**config.mk**
```make
export PLATFORM = sky130hd
export DESIGN_NAME = rr_word_arbiter
export DESIGN_NICKNAME = d
export VERILOG_FILES = /design/src/rtl/rr_word_arbiter_pkg.sv /design/src/rtl/rr_word_arbiter_pick.sv /design/src/rtl/rr_word_arbiter.sv
export SDC_FILE = /design/constraint.sdc
export NUM_CORES = 1
export LEC_CHECK = 0
export BUFFER_PORTS_ARGS = -buffer_cell sky130_fd_sc_hd__clkbuf_2
export CAP_MARGIN = 20
export CELL_PAD_IN_SITES_DETAIL_PLACEMENT = 2
export CELL_PAD_IN_SITES_GLOBAL_PLACEMENT = 2
export CORE_MARGIN = 5
export CORE_UTILIZATION = 30
export CTS_CLUSTER_DIAMETER = 200
export CTS_CLUSTER_SIZE = 28
export DETAILED_ROUTE_END_ITERATION = 10
export GPL_TIMING_DRIVEN = 0
export MAX_ROUTING_LAYER = met4
export PLACE_DENSITY = 0.79
export SLEW_MARGIN = 20
export SYNTH_ARGS = -nofsm -noshare
export SYNTH_HDL_FRONTEND = slang
export SYNTH_SLANG_ARGS = --single-unit
```
**constraint.sdc**
```tcl
create_clock -name clk -period 2.17 [get_ports clk]
set_input_delay 0.1085 -clock clk [delete_from_list [all_inputs] [get_ports clk]]
set_output_delay 0.1085 -clock clk [all_outputs]
set_load 0.02 [all_outputs]
```
**src/rtl/rr_word_arbiter_pkg.sv**
```systemverilog
// rtl/rr_word_arbiter_pkg.sv - shared types and word tagging for the round-robin word arbiter
package arb_pkg;

  localparam int MAX_NREQ = 16;

  typedef logic [31:0] word_t;
  typedef logic [15:0] beat_t;

  typedef enum logic {
    IDLE = 1'b0,
    XFER = 1'b1
  } state_t;

  // Requester index in the upper half-word, beat number in the lower half-word.
  function automatic word_t tag(input int unsigned i, input beat_t b);
    logic [15:0] w_idx;
    w_idx = i[15:0];
    return word_t'({w_idx, b});
  endfunction

endpackage

```
**src/rtl/rr_word_arbiter_pick.sv**
```systemverilog
// rtl/rr_word_arbiter_pick.sv - combinational round-robin winner search
module rr_pick
  import arb_pkg::*;
#(
  parameter int NREQ = 2,
  parameter int PW   = $clog2(NREQ)
) (
  input  logic [NREQ-1:0] req,
  input  logic [PW-1:0]   ptr,
  output logic [PW-1:0]   winner,
  output logic            any
);

  logic [PW-1:0] w_idx;
  logic          w_found;

  assign any = |req;

  // Walk from ptr+1 with wrap; the first set request after the last owner wins.
  always_comb begin
    winner  = '0;
    w_found = 1'b0;
    w_idx   = ptr;
    for (int k = 0; k < NREQ; k++) begin
      w_idx = (w_idx == PW'(NREQ - 1)) ? '0 : w_idx + 1'b1;
      if (!w_found && req[w_idx]) begin
        winner  = w_idx;
        w_found = 1'b1;
      end
    end
  end

endmodule

```
**src/rtl/rr_word_arbiter.sv**
```systemverilog
// rtl/rr_word_arbiter.sv - round-robin arbiter granting fixed-length tagged word bursts
module rr_word_arbiter
  import arb_pkg::*;
#(
  parameter int NREQ      = 2,
  parameter int BURST_LEN = 4,
  parameter int WIDTH     = 32
) (
  input  logic                    clk,
  input  logic                    rst_n,
  input  logic [NREQ-1:0]         req,
  output logic [NREQ-1:0]         gnt,
  output logic [$clog2(NREQ)-1:0] owner,
  output logic                    valid,
  input  logic                    ready,
  output logic [WIDTH-1:0]        data,
  output logic                    last
);

  localparam int    PW        = $clog2(NREQ);
  localparam beat_t LAST_BEAT = beat_t'(BURST_LEN - 1);

  if (WIDTH != $bits(word_t)) begin : g_bad_width
    $error("rr_word_arbiter: WIDTH must equal the word_t width");
  end
  if (NREQ < 2 || NREQ > MAX_NREQ) begin : g_bad_nreq
    $error("rr_word_arbiter: NREQ out of range");
  end
  if (BURST_LEN < 1 || BURST_LEN > 65535) begin : g_bad_len
    $error("rr_word_arbiter: BURST_LEN out of range");
  end

  state_t        r_state;
  logic [PW-1:0] r_ptr;
  logic [PW-1:0] r_owner;
  logic [NREQ-1:0] r_gnt;
  logic          r_valid;
  word_t         r_data;
  logic          r_last;
  beat_t         r_beat;

  logic [PW-1:0]   w_winner;
  logic            w_any;
  logic [NREQ-1:0] w_gnt_next;
  beat_t           w_beat_inc;

  rr_pick #(
    .NREQ (NREQ),
    .PW   (PW)
  ) u_pick (
    .req    (req),
    .ptr    (r_ptr),
    .winner (w_winner),
    .any    (w_any)
  );

  assign w_gnt_next = NREQ'(1) << w_winner;
  assign w_beat_inc = r_beat + 16'd1;

  // Requests are only looked at from IDLE, so every burst is followed by a bubble cycle.
  always_ff @(posedge clk or negedge rst_n) begin
    if (!rst_n) begin
      r_state <= IDLE;
      r_ptr   <= PW'(NREQ - 1);
      r_owner <= '0;
      r_gnt   <= '0;
      r_valid <= 1'b0;
      r_data  <= '0;
      r_last  <= 1'b0;
      r_beat  <= '0;
    end else begin
      case (r_state)
        IDLE: begin
          if (w_any) begin
            r_state <= XFER;
            r_owner <= w_winner;
            r_gnt   <= w_gnt_next;
            r_valid <= 1'b1;
            r_beat  <= '0;
            r_data  <= tag(32'(w_winner), 16'd0);
            r_last  <= (LAST_BEAT == 16'd0);
          end
        end
        XFER: begin
          if (ready) begin
            if (r_last) begin
              r_state <= IDLE;
              r_ptr   <= r_owner;
              r_gnt   <= '0;
              r_valid <= 1'b0;
              r_last  <= 1'b0;
              r_beat  <= '0;
              r_data  <= '0;
            end else begin
              r_beat <= w_beat_inc;
              r_data <= tag(32'(r_owner), w_beat_inc);
              r_last <= (w_beat_inc == LAST_BEAT);
            end
          end
        end
        default: begin
          r_state <= IDLE;
        end
      endcase
    end
  end

  assign gnt   = r_gnt;
  assign owner = r_owner;
  assign valid = r_valid;
  assign data  = r_data;
  assign last  = r_last;

  a_gnt_onehot : assert property (@(posedge clk) disable iff (!rst_n) $onehot0(r_gnt));
  a_gnt_state  : assert property (@(posedge clk) disable iff (!rst_n)
                                  ((r_gnt != '0) == (r_state == XFER)) && ((r_state == XFER) == r_valid));
  a_gnt_owner  : assert property (@(posedge clk) disable iff (!rst_n) r_valid |-> r_gnt[r_owner]);

endmodule
```
# --- Word level (Yosys, flattened, before mapping) ---
# Index checks and enable logic that the tools add are counted.
classes:
  add_sub_neg: 3
  shifts: 1
  bitwise_logic: 1
  div_mod_pow: 0
  n_mul: 0
  magnitude_cmp: 2
  eq_ne: 4
  n_mux: 33
  n_reduce_logical: 7
op_table:
  columns: ["operator", "n"]
  rows:
  - ["$mux W32", 2]
  - ["$pmux W32 S2", 1]
  - ["$mux W16", 3]
  - ["$pmux W16 S2", 1]
  - ["$mux W1", 18]
  - ["$mux W17", 1]
  - ["$add A16 B1 Y16 const B", 1]
  - ["$eq A16 B2 Y1 const B", 1]
  - ["$mux W2", 3]
  - ["$pmux W1 S2", 3]
  - ["$reduce_and A3 Y1", 2]
  - ["$lt A1 B2 Y1 const B", 2]
  - ["$ne A2 B1 Y1 const B", 2]
  - ["$pmux W2 S2", 1]
  - ["$reduce_and A2 Y1", 2]
  - ["$add A1 B1 Y1 const B", 2]
  - ["$ne A2 B2 Y1 const B", 1]
  - ["$reduce_or A2 Y1", 1]
  - ["$shl A1 B1 Y2 const A", 1]
  - ["$logic_and A1 B1 Y1", 1]
  - ["$logic_not A1 Y1", 1]
  - ["$not A1 Y1", 1]
totals:
  out_inout_bits: 37
  ramBits: 0
  word_cells: 59
  latch_bits: 0
  register_bits: 55
  n_memories: 0
  input_bits: 5
  rom_bits: 0

# --- Logic depth before layout (Yosys ltp) ---
depth:
  word_depth: 11
  depth_mapped: 8
  mapped_depth_nobuf: 7

# --- Modules after synthesis ---
# Synthesis repeated with hierarchy kept, for this count alone.
unflattened:
  hier_cells: 179
  hier_area_um2: 1560.2
modules_own_cells:
  columns: ["mod", "instances", "seq_area_each_um2", "cells_each", "area_each_um2"]
  rows:
  - ["rr_word_arbiter", 1, 601.8, 177, 1546.5]
  - ["rr_pick", 1, 0.0, 2, 13.8]

# --- Least setup slack after synthesis ---
# OpenSTA, ideal clock, no wires.
synth_path:
  path_type: "reg-to-reg"
  start: "reg r_beat[2]"
  end: "reg r_last (netlist: last)"
  setup_ns: 0.066
  synth_period_minus_slack_ns: 2.076
  required_time_ns: 2.104
  path_slack_ns: 0.094
  n_path_buf: 2
  path_stages_with_launch: 9
  arrival_time_ns: 2.010
  path_cell_list: "dfrtp_1 buf_4 and4_4 buf_6 nand4_4 mux2_4 o32a_1 a211oi_2 a32o_2"
synth_between:
  elab_chain_cells: 5
synth_lines:
  columns: ["element", "line_no", "text"]
  rows:
  - ["from (decl)", "rr_word_arbiter.sv:40", "beat_t r_beat;"]
  - ["from (signal assigned)", "rr_word_arbiter.sv:95", "r_beat <= w_beat_inc;"]
  - ["$add A16 B1 Y16", "rr_word_arbiter.sv:58", "assign w_beat_inc = r_beat + 16'd1;"]
  - ["$eq A16 B2 Y1", "rr_word_arbiter.sv:97", "r_last <= (w_beat_inc == LAST_BEAT);"]
  - ["$mux W1", "rr_word_arbiter.sv:86", "if (r_last) begin"]
  - ["$mux W1", "rr_word_arbiter.sv:85", "if (ready) begin"]
  - ["$pmux W1 S2", "rr_word_arbiter.sv:72", "case (r_state)"]
  - ["to (signal assigned)", "rr_word_arbiter.sv:81", "r_last <= (LAST_BEAT == 16'd0);"]
  - ["to (signal assigned)", "rr_word_arbiter.sv:97", null]
  - ["to (decl)", "rr_word_arbiter.sv:39", "logic r_last;"]
# Every way passes these cells. The select of a mux whose other input is x is not followed.
# A chain may end at the register's enable or synchronous reset.

# --- Final worst setup path ---
# Ends and elaborated chain as after synthesis.

==> results by group <==
Critical path
  • WP buf/inv: 2
  • Cell family with most CP delay: simple AND/OR/NAND/NOR gates
  • R2R setup slack: 60 ps
  • Worst path max stage delay: 490 ps
  • Crit-path slowest cell: or4_4
  • Crit-path cells: buf_6 > and4_4 > buf_8 > nand3_4 > xnor2_2 > or4_4 > a211oi_2 > a32o_2
  • Setup CP Type: reg2reg
  • Crit end category: flop
  • CP required: 2390 ps
  • Setup crit start kind: flop
  • Crit path max fanout: 8
  • Arr. time, crit path: 2330 ps

STA
  • Layout Skew: 7.722 ps
  • RSZ-0062 raised after global routing: true
  • Maximum clock rate: 0.4743 GHz
  • Hold Fails Final Rpt: 0
  • Max-slew violations: 0
  • Endpoints failing setup: 0
  • Worst hold margin: 77.11 ps
  • Max-slew headroom: 55.62%
  • Slew @ Worst Pin: 665.6 ps
  • Setup TNS: 0 ps
  • Final worst slack: 61.80 ps
  • Fin crit share: 97.15%
  • Clock period minus worst slack: 2108 ps

Logic synthesis
  • Yosys reg bits: 24
  • Ys flop type: dfrtp_1
  • Post-synthesis cell type count: 43
  • Mean Syn Cell Area: 8.654 um^2
  • Total number of yosys warnings: 0
  • Mapped cell area: 1549 um^2
  • Seq/Total Area, Yosys: 38.85%
  • Cell count after synthesis: 179
  • Area share of the largest cell type after synthesis: 37.16%
  • Post-synth ARST share: 100.0%
  • Number of flops mapped to enable cells by yosys: 0
  • Commonest cells in the netlist: dfrtp_1 (23), o21ai_0 (22), buf_4 (17)
  • Synth area leader: dfrtp_1
  • Most frequent cell after synthesis: dfrtp_1
  • Synth area leaders: dfrtp_1 (37%), buf_4 (8.2%), o21ai_0 (7.1%)

Min path
  • HP Class: in2reg

Pwr
  • Power share of the sequential group: 36.5%
  • Gate power share: 46.7%
  • Peak supply drop: 0.4106 mV
  • Tot Pwr: 1.946 mW
  • Switching power: 834.9 uW
  • Static leakage: 0.9792 nW
  • PD cells: 945.0 nW/um^2
  • Sw frac: 42.90%
  • Pint: 1.111 mW
  • Clock power frac: 16.8%

Global route
  • First-pass GRT wire length: 7590 um
  • Largest net degree at the start of global routing: 25
  • Initial antenna violation count: 0
  • Global route overflow: 0
  • Vias in the first global route: 1500
  • GRT Total Usage: 15.04%

Die
  • IO Pins: 42
  • Core area: 5075 um^2
  • Die area: 6700 um^2
  • Starting Density: 30.52%
  • DIE HEIGHT: 81.86 um
  • Num rows: 26
  • Die Wd: 81.86 um

Placed design
  • Placement Setup Slack: -61.73 ps
  • Placed Instance Area: 1819 um^2
  • Placer Congestion: 0.7764
  • Placed cell count: 289
  • Number of I/O port buffers: 26
  • Hpwl dp: 3447 um

Route
  • Via-to-Cell Ratio: 4.990
  • Wire per inst: 16.63 um
  • DRT iter0 DRCs: 71
  • Antenna-violating nets left: 0
  • Router iterations before antenna repair: 4
  • Detailed-route via count: 1537
  • # DRC: 0
  • Total Wirelength: 5121 um

Finish
  • Final std cells w/o fill: 308
  • Fin util: 40.58%
  • Layout Nets: 246
  • Layout cell share with drive strength beyond 1: 37.39%
  • Post-route cell area: 2059 um^2
  • Diodes inserted: 0
  • Layout Area Growth over Synthesis: 32.96%

Flow run
  • Max-cap violations: 0

Clocking
  • CTS root buf: clkbuf_8
  • TritonCTS buffer count: 3
  • Clock sinks: 24
  • Clock buffer depth: 2
  • Clk slew on worst S/H paths: 100 ps
  • H-tree Lvls: 1
  • Worst skew pair latency: 280 ps
  • CTS tree: built

Status
  • Status: finished, final reports clean
worst reg2reg max path, delay by kind of cell, from the launching register on:
| family | cells | cell delay, ps |
|---|---|---|
| compound gates | 2 | 400 |
| xor+xnor | 1 | 150 |
| simple gates | 3 | 850 |
| buf+inv | 2 | 260 |
| flops | 1 | 370 |
power groups by stage:
stage | logic [mW] | registers, mW | clock network (mW)
global placement | 0.728 | 0.709 | 0
CTS | 0.768 | 0.715 | 0.340
floorplan | 0.399 | 0.798 | 0
global route | 1.01 | 0.731 | 0.352
detailed placement | 0.756 | 0.718 | 0
finish | 0.910 | 0.710 | 0.327
worst paths after layout:
path / start / endpoint / cells past startpoint
setup / recovery: r_beat[2] / last / 8
setup reg to reg: r_beat[2] / last / 8
max in group asynchronous: rst_n / r_beat[1] / 2
hold reg to reg: gnt[1] / gnt[1] / 1
hold / removal: ready / r_state / 2
min in group asynchronous: rst_n / r_beat[10] / 2
kinds of logic (layout without fill, tap and decap cells):
kind of cell               after synthesis  after routing  share of synthesized area [%]
adders and majority gates                2              2                          1.615
DFF                                     24             24                          38.85
buffers and inverters                   33             78                          12.60
and+or+nand+nor                         55             55                          19.06
muxes                                    2              2                          1.696
other                                    1             15                         0.2421
AOI/OAI and AO/OA                       58             58                          23.67
xor gates and xnor gates                 4              4                          2.262
what timing repair did:
item | 4_1_cts | 5_1_grt
endpoints found under the hold margin | 23 | 0
pin swaps | 0 | 4
hold buffers | 1 | 0
gates cloned | 0 | 0
setup buffers | 0 | 15
resized for setup | 6 | 18
setup endpoints to repair | 2 | 12
state kept, by name, indices dropped and copies added (netlist names):
register and count:
data 2, gnt 2, last 1, owner 1, r_beat 15, r_ptr 1, r_state 1, valid 1
layout by cell type, fill, tap and decap left out, drive strengths merged, types with 2 or more instances in the layout:
cell type	instances
nand3	8
nand2	13
o211ai	2
and3	3
o21ai	22
nand2b	3
a21oi	10
o31ai	2
mux2	2
nor2	12
a21o	5
a31oi	7
inv	5
ha	2
and4	3
a211oi	2
buf	33
nor3	5
conb	15
xnor2	3
dfrtp	23
clkbuf	39
nand4	5
routing by layer:
metal | vias up | routed length [um] | GRT usage (%)
li1 | 734 | - | -
met1 | 772 | 2340 | 18.50
met2 | 27 | 2653 | 26.58
met3 | 4 | 105 | 1.645
met4 | 0 | 22 | 2.990
met5 | - | 0 | -
final cells by class:
| type | count | area [um^2] |
|---|---|---|
| Multi-Input combinational cell | 136 | 852.1 |
| Tap cell | 70 | 87.58 |
| Inverter | 5 | 18.77 |
| Fill cell | 587 | 3015 |
| Buffer | 27 | 183.9 |
| Clock buffer | 4 | 55.05 |
| Sequential cell | 24 | 609.3 |
| Timing Repair Buffer | 42 | 252.7 |
Note: power is estimated with default switching activity, not from simulation.
